$ cat src/rtl/fetch_queue.sv
// Instruction fetch front end: sequential fetch address generation, one outstanding
// synchronous-read request, and a DEPTH-entry {pc, instr} FIFO feeding decode.
module fetch_queue #(
   parameter int          DEPTH    = 4,
   parameter logic [31:0] RESET_PC = 32'h0000_0000
) (
   input  logic        clk,
   input  logic        rst_n,
   output logic        imem_req,
   output logic [31:0] imem_addr,
   input  logic [31:0] imem_rdata,
   input  logic        redirect_valid,
   input  logic [31:0] redirect_pc,
   output logic        out_valid,
   output logic [31:0] out_instr,
   output logic [31:0] out_pc,
   input  logic        out_ready
);

   localparam int AW = $clog2(DEPTH);
   localparam logic [AW+1:0] DEPTH_W = (AW+2)'(DEPTH);

   logic [31:0]   fetch_pc;
   logic          inflight;
   logic [31:0]   inflight_pc;
   logic [31:0]   pc_mem    [DEPTH];
   logic [31:0]   instr_mem [DEPTH];
   logic [AW-1:0] rd_ptr;
   logic [AW-1:0] wr_ptr;
   logic [AW:0]   count;

   logic [AW+1:0] credit_used;
   logic          push;
   logic          pop;

   // The credit check uses the pre-pop count plus the outstanding request, so every
   // response already has a reserved slot when it lands.
   assign credit_used = {1'b0, count} + {{(AW+1){1'b0}}, inflight};
   assign imem_req    = rst_n && !redirect_valid && (credit_used < DEPTH_W);
   assign imem_addr   = fetch_pc;
   assign out_valid   = (count != '0) && !redirect_valid;
   assign out_pc      = pc_mem[rd_ptr];
   assign out_instr   = instr_mem[rd_ptr];
   assign push        = inflight && !redirect_valid;
   assign pop         = out_valid && out_ready;

   always_ff @(posedge clk or negedge rst_n) begin
      if (!rst_n) begin
         fetch_pc    <= RESET_PC;
         inflight    <= 1'b0;
         inflight_pc <= '0;
         rd_ptr      <= '0;
         wr_ptr      <= '0;
         count       <= '0;
         for (int i = 0; i < DEPTH; i++) begin
            pc_mem[i]    <= '0;
            instr_mem[i] <= '0;
         end
      end else if (redirect_valid) begin
         fetch_pc <= redirect_pc;
         inflight <= 1'b0;
         rd_ptr   <= '0;
         wr_ptr   <= '0;
         count    <= '0;
      end else begin
         inflight <= imem_req;
         if (imem_req) begin
            inflight_pc <= fetch_pc;
            fetch_pc    <= fetch_pc + 32'd4;
         end
         if (push) begin
            pc_mem[wr_ptr]    <= inflight_pc;
            instr_mem[wr_ptr] <= imem_rdata;
            wr_ptr            <= wr_ptr + AW'(1);
         end
         if (pop)
            rd_ptr <= rd_ptr + AW'(1);
         case ({push, pop})
            2'b10:   count <= count + (AW+1)'(1);
            2'b01:   count <= count - (AW+1)'(1);
            default: count <= count;
         endcase
      end
   end

endmodule
$ cat config.mk
export PLATFORM = sky130hd
export DESIGN_NAME = fetch_queue
export DESIGN_NICKNAME = d
export VERILOG_FILES = /design/src/rtl/fetch_queue.sv
export SDC_FILE = /design/constraint.sdc
export NUM_CORES = 1
export LEC_CHECK = 0
export ABC_CLOCK_PERIOD_IN_PS = 6560
export CAP_MARGIN = 15
export CORE_AREA = 5 5 176 178
export DETAILED_ROUTE_END_ITERATION = 16
export DIE_AREA = 0 0 181 183
export PLACE_DENSITY_LB_ADDON = 0.3
export SLEW_MARGIN = 20
export SYNTH_ARGS = -nofsm -noshare
export SYNTH_HDL_FRONTEND = slang
export SYNTH_SLANG_ARGS = --single-unit
$ cat constraint.sdc
create_clock -name clk -period 6.56 [get_ports clk]
set_input_delay 1.312 -clock clk [delete_from_list [all_inputs] [get_ports clk]]
set_output_delay 1.312 -clock clk [all_outputs]
set_load 0.01 [all_outputs]
==> flow_summary.yaml <==
critical_path:
  cp.arrival_ns: 3.01
  path_class: "input port to primary output"
  r2r_end: "instr_mem[18]"
  crit_path_max_fanout: 94
  ff2ff_path_depth: 3
  setup.worst_path.start_class: "input port"
  ff2ff_setup_slack_ns: 3.94
  worst_setup_path_end_kind: "primary output"
  crit_required_ns: 5.25
  r2r_start: "inflight"
cells_and_area:
  ff_latch_area_sq_um: 8215
  n_fill_cell: 2287
  final_nets: 1229
  area_growth_pct: 22.41
  final_layout_size_suffix_gt1_share_pct: 34.91
  multi_input_area_sq_um: 5956
  postLayoutCoreUtil_pct: 60.47
  design_area_sq_um: 17680
  n_antenna_cell: 0
  fin_cells: 1573
global_route:
  grt_pass1_wl_mm: 52.58
  grt_max_degree: 158
  grt_pass1_vias: 9556
  grt_usage_pct: 19.28
  grt_overflow: 0
  antenna_found_initial: 0
sta:
  drv_slew: 0
  hold_viol: 0
  finalSetupTns_ns: 0
  fin_crit_ns: 4.322
  setup-violations-final: 0
  rsz0062_at_grt: "false"
  max_freq_ghz: 0.2314
  fin_crit_sh_pct: 65.89
  slew_headroom_pct: 27.48
  worstMarginPinSlew_ns: 1.088
  fin_worst_skew_ns: 0.01777
cts:
  cts.repair.resized: 0
  path_clk_slew_ns: 0.06
  cts.sinks: 328
  root_buffer: "clkbuf_16"
  cts_buffer_depth: 3
  cts_max_level: 2
  clock_latency_ns: 0.51
  cts_made_buffers: 36
  hold_buffers: 0
  post_cts_buffers: 0
  cts_tree: "done"
synth:
  synth_edf_count: 0
  syn_inst: 1005
  yosys.cell_types.count: 56
  synth_most_common_cell: "dfrtp_1"
  synth_nets: 1079
  synth_flop_cell: "dfrtp_1"
  synth_area_leader_cell: "dfrtp_1"
  synthTopCellsByArea: "dfrtp_1 (57%), mux2_2 (20%), mux4_2 (10%), nand2_1 (3.3%), buf_2 (1.2%)"
  yosys_warnings: 0
  synth_top_area_share_pct: 56.82
  syn_avg_cell_area_sq_um: 14.37
  ys_ff_latch: 328
  synth_common_cells: "dfrtp_1 (328), mux2_2 (259), nand2_1 (128)"
  syn-cell-area_sq_um: 14450
  async_flop_share_pct: 100.0
  ys_seq_area_share_pct: 56.82
routing:
  drt-initial-drc-count: 515
  antenna_left: 0
  vias: 8879
  dr.pass1.iters: 5
  post-route-drc-count: 0
  avgViaCountPerCell: 5.645
  drt-wirelength-per-cell_um: 19.82
  wl_mm: 31.17
floorplan:
  die-area_sq_um: 33120
  die_y_um: 183
  start_util_pct: 49.40
  rows: 63
  io_pins: 166
  die_w_um: 181
  core_sq_um: 29240
placed_design:
  placed_cell_area_sq_um: 16400
  portBuffers: 165
  dp_hpwl_mm: 18.41
  place_inst: 1506
  routabilityCongestion: 0.8126
min_path:
  hp-class: "flop to flop"
  holdPathStages: 1
  hp-start: "instr_mem[5]"
  hold_path_end: "instr_mem[5]"
run_status:
  outcome: "finished clean"
power_and_ir_drop:
  power_density_nw_per_um2: 424.5
  ir_drop_mv: 0.1834
  leakagePower_nw: 8.055
flow_run:
  drv_cap: 0
-- cell type report --
| class | instances | share of cell area (%) |
|---|---|---|
| Sequential cell | 328 | 46.46 |
| Multi-Input combinational cell | 607 | 33.68 |
| Timing Repair Buffer | 172 | 9.841 |
| Clock buffer | 46 | 5.823 |
| Tap cell | 390 | 2.759 |
| Clock inverter | 20 | 1.231 |
| Inverter | 10 | 0.2123 |
-- metrics by stage --
stage / setup WS, ns / power, mW / hold WS (ns)
finish: 2.238 / 7.506 / 0.4966
CTS: 1.915 / 7.593 / 0.5005
global route: 2.064 / 7.923 / 0.5041
floorplan: 3.101 / 4.374 / 0.4739
global placement: 2.226 / 5.405 / 0.4812
detailed placement: 2.208 / 5.484 / 0.4873
-- kinds of logic after synthesis --
logic type	after synthesis	synth area share, %
multiplexers	325	30.30
flip-flops	328	56.82
AND/OR/NAND/NOR	200	6.201
buffers and inverters	70	2.200
adder cells (fa/ha/maj)	6	0.5716
XOR/XNOR	8	0.4850
AO/OA/AOI/OAI	68	3.421
-- sequential cells by signal, summed over array words and instances (netlist names) --
| register | flops |
|---|---|
| count | 3 |
| imem_addr | 32 |
| inflight | 1 |
| inflight_pc | 32 |
| instr_mem | 128 |
| pc_mem | 128 |
| rd_ptr | 2 |
| wr_ptr | 2 |
-- report_power, final --
group	leakage [nW]	switching [mW]	total, mW	internal, mW
clock network	0.626	0.804	2.08	1.27
logic	3.15	0.862	2.34	1.48
registers	4.28	0.472	3.09	2.62
-- critical path, stage by stage --
cell	delay, ns
buf_8	0.48
nor3b_2	0.38
nand2_2	0.11
inv_2	0.08
clkdlybuf4s50_1	0.54
-- placed cells by master, fill, tap and decap left out, types with 3 or more instances in the layout --
master,n
nor2_1,18
xnor2_1,5
a21o_1,3
clkinv_2,11
xor2_1,3
buf_4,4
bufinv_16,4
nand2_4,4
a221o_1,5
a22oi_1,3
clkbuf_16,37
ha_1,5
nor3_1,9
a21oi_1,6
nand4_1,9
clkdlybuf4s50_1,163
o311ai_1,6
dfrtp_1,326
o21ai_0,17
o211ai_1,10
mux2_2,259
nand2_1,123
mux4_2,64
inv_1,8
nand3_1,15
clkbuf_8,7
or3_1,4
-- worst max-delay path by stage --
stage	cells past startpoint	from	end	slack (ns)
5_1_grt	4	rd_ptr[0]	out_instr[24]	2.06
4_1_cts	3	rd_ptr[0]	out_instr[26]	1.92
6_report	5	rst_n	imem_req	2.24
3_5_place_dp	5	rst_n	imem_req	2.21
3_3_place_gp	5	rst_n	imem_req	2.23
2_1_floorplan	4	redirect_valid	imem_req	3.10
-- routing by layer --
metal / track usage (%) / part of all wire [%]
met5: 0 / 0
met4: 4.563 / 2.0
met3: 3.729 / 5.1
met2: 30.63 / 47
met1: 28.01 / 46
(Power assumes the default switching activity.)
